[src/rtl/rr_arbiter_pkg.sv]
`default_nettype none
// +----------------------------------------------------------------------------+
// | Package  : rr_arbiter_pkg                                                  |
// | Purpose  : Shared helpers for the rr_arbiter_tree slice.                   |
// |            idx_width(n) : index width for n requesters (min 1 bit).        |
// |            lock_ctl_t   : per-cycle lock capture/drop decision.            |
// | Revision : 1.0 - initial release                                           |
// +----------------------------------------------------------------------------+
package rr_arbiter_pkg;

  function automatic int idx_width(input int n);
    return (n > 1) ? $clog2(n) : 1;
  endfunction

  // Decision computed each cycle for the lock register pair (lock_q/sel_q).
  typedef struct packed {
    logic capture;  // output stalled: freeze the current index
    logic drop;     // output handshake: release the frozen index
  } lock_ctl_t;

endpackage
`default_nettype wire

[src/rtl/rr_arbiter_pick.sv]
`default_nettype none
// +----------------------------------------------------------------------------+
// | Module   : rr_arbiter_pick                                                 |
// | Purpose  : Rotating first-one finder. Returns the first set request bit    |
// |            scanning ptr_i, ptr_i+1, ..., NUM_IN-1, 0, ..., ptr_i-1.        |
// |            With no request the winner is ptr_i.                            |
// | Ports    : req_i    [NUM_IN]  request vector                               |
// |            ptr_i    [IDX_W]   priority pointer (must be < NUM_IN)          |
// |            winner_o [IDX_W]   selected index                               |
// |            any_o              at least one request present                 |
// | Revision : 1.0 - initial release                                           |
// +----------------------------------------------------------------------------+
module rr_arbiter_pick #(
  parameter int NUM_IN = 2,
  parameter int IDX_W  = 1
) (
  input  logic [NUM_IN-1:0] req_i,
  input  logic [IDX_W-1:0]  ptr_i,
  output logic [IDX_W-1:0]  winner_o,
  output logic              any_o
);

  // Lower half: requests at or above the pointer. Upper half: all requests,
  // which covers the wrap-around part of the scan.
  logic [2*NUM_IN-1:0] scan;

  always_comb begin
    for (int j = 0; j < NUM_IN; j++) begin
      scan[j]          = req_i[j] && (j >= int'(ptr_i));
      scan[NUM_IN + j] = req_i[j];
    end
    winner_o = ptr_i;
    // Descending walk so the lowest set bit of the doubled vector wins.
    for (int j = 2*NUM_IN-1; j >= 0; j--) begin
      if (scan[j]) begin
        winner_o = IDX_W'(j % NUM_IN);
      end
    end
  end

  assign any_o = |req_i;

endmodule
`default_nettype wire

[src/rtl/rr_arbiter_tree.sv]
`default_nettype none
// +----------------------------------------------------------------------------+
// | Module   : rr_arbiter_tree                                                 |
// | Purpose  : Round-robin arbiter with payload mux. NumIn valid/ready streams |
// |            in, one arbitrated stream out carrying payload and index.       |
// | Ports    : clk_i, rst_i (async, active-high), flush_i (sync state clear)   |
// |            rr_i    external priority pointer (ExtPrio=1)                   |
// |            req_i / gnt_o / data_i    input side valid/ready/payload        |
// |            req_o / gnt_i / data_o / idx_o  output side                     |
// | Options  : RR_ARBITER_TREE_ASSERT_EN enables simulation protocol checks.   |
// | Revision : 1.0 - initial release                                           |
// +----------------------------------------------------------------------------+
module rr_arbiter_tree
  import rr_arbiter_pkg::*;
#(
  parameter int NumIn     = 2,
  parameter int DataWidth = 32,
  parameter int ExtPrio   = 0,
  parameter int AxiVldRdy = 1,
  parameter int LockIn    = 1,
  parameter int IdxWidth  = idx_width(NumIn)
) (
  input  logic                       clk_i,
  input  logic                       rst_i,
  input  logic                       flush_i,
  input  logic [IdxWidth-1:0]        rr_i,
  input  logic [NumIn-1:0]           req_i,
  output logic [NumIn-1:0]           gnt_o,
  input  logic [NumIn*DataWidth-1:0] data_i,
  output logic                       req_o,
  input  logic                       gnt_i,
  output logic [DataWidth-1:0]       data_o,
  output logic [IdxWidth-1:0]        idx_o
);

  if (NumIn == 1) begin : g_single
    // Single requester: pure passthrough, nothing to remember.
    assign req_o  = req_i[0];
    assign data_o = data_i;
    assign idx_o  = '0;
    assign gnt_o  = (AxiVldRdy != 0) ? gnt_i : (gnt_i & req_i[0]);
  end else begin : g_multi
    logic [IdxWidth-1:0] rr_q, rr_d;
    logic [IdxWidth-1:0] sel_q, sel_d;
    logic                lock_q, lock_d;
    logic [IdxWidth-1:0] ptr, winner, idx;
    logic                any;
    lock_ctl_t           ctl;

    // Out-of-range pointers fall back to 0.
    always_comb begin
      ptr = (ExtPrio != 0) ? rr_i : rr_q;
      if (int'(ptr) >= NumIn) begin
        ptr = '0;
      end
    end

    rr_arbiter_pick #(
      .NUM_IN (NumIn),
      .IDX_W  (IdxWidth)
    ) u_pick (
      .req_i    (req_i),
      .ptr_i    (ptr),
      .winner_o (winner),
      .any_o    (any)
    );

    // A stalled decision stays put until the downstream handshake.
    always_comb begin
      idx = ((LockIn != 0) && lock_q) ? sel_q : winner;
    end

    assign idx_o  = idx;
    assign req_o  = any;
    assign data_o = data_i[int'(idx)*DataWidth +: DataWidth];

    always_comb begin
      for (int i = 0; i < NumIn; i++) begin
        gnt_o[i] = gnt_i && (int'(idx) == i) && ((AxiVldRdy != 0) || req_i[i]);
      end
    end

    always_comb begin
      ctl.capture = (LockIn != 0) && any && !gnt_i;
      ctl.drop    = gnt_i;

      rr_d   = rr_q;
      lock_d = lock_q;
      sel_d  = sel_q;

      if ((ExtPrio == 0) && any && gnt_i) begin
        rr_d = (int'(idx) == NumIn-1) ? '0 : idx + IdxWidth'(1);
      end

      if (ctl.capture) begin
        lock_d = 1'b1;
        sel_d  = idx;
      end else if (ctl.drop) begin
        lock_d = 1'b0;
      end

      if (flush_i) begin
        rr_d   = '0;
        lock_d = 1'b0;
      end
    end

    always_ff @(posedge clk_i or posedge rst_i) begin
      if (rst_i) begin
        rr_q   <= '0;
        lock_q <= 1'b0;
        sel_q  <= '0;
      end else begin
        rr_q   <= rr_d;
        lock_q <= lock_d;
        sel_q  <= sel_d;
      end
    end
  end

`ifdef RR_ARBITER_TREE_ASSERT_EN
  a_num_in: assert property (@(posedge clk_i) NumIn > 0);

  a_gnt_onehot: assert property (@(posedge clk_i) disable iff (rst_i)
    $onehot0(gnt_o));

  a_lock_stable: assert property (@(posedge clk_i) disable iff (rst_i)
    ((LockIn != 0) && req_o && !gnt_i) |=>
      (req_o && $stable(idx_o) && $stable(data_o)));

  a_rr_range: assert property (@(posedge clk_i) disable iff (rst_i)
    (ExtPrio == 0) || (int'(rr_i) < NumIn));
`else
  // Checkers compiled out; datapath unaffected.
`endif

endmodule
`default_nettype wire

[config.mk]
export PLATFORM = sky130hd
export DESIGN_NAME = rr_arbiter_tree
export DESIGN_NICKNAME = d
export VERILOG_FILES = /design/src/rtl/rr_arbiter_pkg.sv /design/src/rtl/rr_arbiter_pick.sv /design/src/rtl/rr_arbiter_tree.sv
export SDC_FILE = /design/constraint.sdc
export NUM_CORES = 1
export LEC_CHECK = 0
export BUFFER_PORTS_ARGS = -buffer_cell sky130_fd_sc_hd__buf_4
export CAP_MARGIN = 20
export CORE_UTILIZATION = 31
export DETAILED_ROUTE_END_ITERATION = 12
export PLACE_DENSITY_LB_ADDON = 0.2
export SLEW_MARGIN = 20
export SYNTH_ARGS = -nofsm -noshare
export SYNTH_HDL_FRONTEND = slang
export SYNTH_SLANG_ARGS = --single-unit
[constraint.sdc]
create_clock -name clk_i -period 2.4 [get_ports clk_i]
set_clock_uncertainty 0.15 [all_clocks]
set_input_delay 0 -clock clk_i [delete_from_list [all_inputs] [get_ports clk_i]]
set_output_delay 0 -clock clk_i [all_outputs]
set_load 0.05 [all_outputs]
==> results.json <==
{
  "cts_resized": 0,
  "cts_root_buffer": "clkbuf_4",
  "r2r_setup_slack_ns": 0.81,
  "ys_seq_area_share_pct": 10.7,
  "worst_pin_slew_ns": 0.310,
  "synthFlopType": "dfrtp_1",
  "finalCriticalPeriod_ns": 2.14,
  "initial_core_util_pct": 34.3,
  "preCtsSetupSlack_ns": 0.507,
  "netlist_area_um2": 701,
  "final_cell_mix": "107 x buf_4, 27 x mux2_4, 5 x mux2_2",
  "maxUsedRoutingLayer": "met4",
  "r2r_end": "g_multi.ptr$_DFFE_PP0P_",
  "cp-end-kind": "output pin",
  "clk_latency_ns": 0.23,
  "cp_cell_sequence": "a21oi_1 -> o31a_2 -> buf_4 -> mux2_4 -> buf_4",
  "drtIter0Drc": 9,
  "drive_above_1_share_pct": 84.7,
  "numCtsBuffers": 3,
  "cp_slowest_stage_delay_ns": 0.37,
  "period_share_pct": 89.1,
  "r2r_cells": 3,
  "ys_types": 16,
  "grt.total_usage_pct": 21.4,
  "cap_violations": 0,
  "path_depth": 5,
  "core_um2": 2040,
  "diodes": 0,
  "ir_drop_uv": 367,
  "synth.avg_cell_area_um2": 11.9,
  "clk_path_buf_depth": 2,
  "finalSetupViolations": 0,
  "hold_viol": 0,
  "fmax_mhz": 468,
  "ant_nets": 0,
  "drt-pass1-iter-count": 4,
  "rows": 16,
  "wire_per_inst_um": 13.6,
  "numPortBuffers": 105,
  "hold-worst-slack_ns": 0.0698,
  "grt_pass1_vias": 898,
  "postCtsSetupRepairBufs": 0,
  "powerDensity_nw_per_um2": 504,
  "slew-limit-headroom_pct": 79.3,
  "cts_tree": "yes",
  "wl_met1_um": 866,
  "gp_congestion": 0.723,
  "hp-class": "in2async",
  "syn_to_final_growth_pct": 120,
  "layout_commonest_cell": "buf_4",
  "crit_path_max_fanout": 14,
  "crit_start": "g_multi.ptr$_DFFE_PP0P_",
  "final_nets": 242,
  "cp-endpoint": "data_o[28]",
  "worst-setup-path-type": "reg2out",
  "fin_tns_setup_ns": 0,
  "drcViolationCount": 0,
  "dieArea_um2": 2450,
  "dr_wl_met2_um": 1530,
  "start_kind": "flop",
  "grt_max_degree": 15,
  "grt_pass1_wl_um": 3950,
  "crit_top_cell": "buf_4",
  "clock_sinks": 3,
  "arrival_ns": 1.99,
  "h-tree-depth": 1,
  "antenna_found_initial": 0,
  "wl_um": 2680,
  "p_leak_nw": 0.892,
  "clk_pin_slew_ns": 0.04,
  "setup_ws_ns": 0.262,
  "overflow": 0,
  "dp_hpwl_um": 2290,
  "ys_async_sr_fraction_pct": 100,
  "via_count": 908,
  "synth_edf_count": 0,
  "reg2reg_from": "g_multi.lock_q$_DFFE_PP0P_",
  "rsz0062_at_grt": "false",
  "ys_warn_count": 0,
  "crit_slowest_cell": "dfrtp_1",
  "status": "complete, no violations",
  "synthesis.nets": 130,
  "met3_length_um": 247,
  "crit_family": "compound AO/OA/AOI/OAI gates",
  "slew_viol_final": 0,
  "netlist_instances": 59,
  "critPathBufInv": 2,
  "die_w_um": 49.5,
  "via_per_inst": 4.61,
  "critPathRequiredTime_ns": 2.25,
  "ys_seq_elements": 3,
  "dieHeight_um": 49.5,
  "io_pins": 107
}
## Yosys cell counts (all sizes together) (2+ instances only)
cell type | count | area share, %
mux2 | 32 | 66
a21oi | 4 | 2.9
buf | 4 | 8.9
dfrtp | 3 | 11
inv | 3 | 1.6
nor2 | 3 | 1.6
and2 | 2 | 1.8
nand2 | 2 | 1.1
## per-layer routing
layer  GRT usage [%]  vias to the layer above
li1                -                      434
met1            19.6                      402
met5               0                        -
met2            43.5                       68
met4            11.9                        0
met3            3.09                        4
## power by group
group	internal, W	leakage (nW)	switching, W	total (W)
Sequential	0.0000559	0.0380	0.00000415	0.0000601
Clock	0.0000623	0.0150	0.0000257	0.0000879
Combinational	0.000274	0.840	0.000356	0.000629
Total	0.000392	0.892	0.000385	0.000777
## through the flow
stage	total power (W)	instance area [µm²]	utilization, %	std cells
floorplan	0.000508	701	-	59
global placement	0.000678	1480	72.3	189
detailed placement	0.000687	1480	72.3	189
CTS	0.000785	1540	75.6	197
global route	0.000814	1540	75.6	197
finish	0.000777	1540	75.6	197
## worst reg2reg max path, stage by stage, from the launching register on
cell and delay, ns:
dfrtp_1 0.41, o31ai_1 0.26, a21oi_1 0.09, dlygate4sd3_1 0.56
## what timing repair did
item                       in CTS  in global routing
hold endpoints to repair        6                  0
hold buffers                    4                  0
setup endpoints to repair       0                  0
## worst min path at each step
stage	end	cells after the start	startpoint
2_1_floorplan	g_multi.lock_q$_DFFE_PP0P_	1	rst_i
3_3_place_gp	g_multi.ptr$_DFFE_PP0P_	2	rst_i
3_5_place_dp	g_multi.sel_q$_DFFE_PP0P_	2	rst_i
4_1_cts	g_multi.sel_q$_DFFE_PP0P_	3	rst_i
5_1_grt	g_multi.lock_q$_DFFE_PP0P_	3	rst_i
6_report	g_multi.lock_q$_DFFE_PP0P_	3	rst_i
## final cells by class
class                           count  area, µm²
Clock buffer                        4       26.3
Timing Repair Buffer              111        843
Multi-Input combinational cell     49        553
Tap cell                           27       33.8
Inverter                            3       11.3
Sequential cell                     3       75.1
Fill cell                         153        499
## flip-flops by register name, indices dropped and copies added (netlist names)
signal,count
g_multi.lock_q,1
g_multi.ptr,1
g_multi.sel_q,1
## kinds of logic (layout without fill, tap and decap cells)
kind of cell / Yosys count / after routing / share of synthesized area [%]
mux: 32 / 32 / 65.9
simple gates: 10 / 10 / 6.96
compound gates: 7 / 7 / 5.89
buf+inv: 7 / 118 / 10.5
flops: 3 / 3 / 10.7
Note: power is estimated with default switching activity, not from simulation.
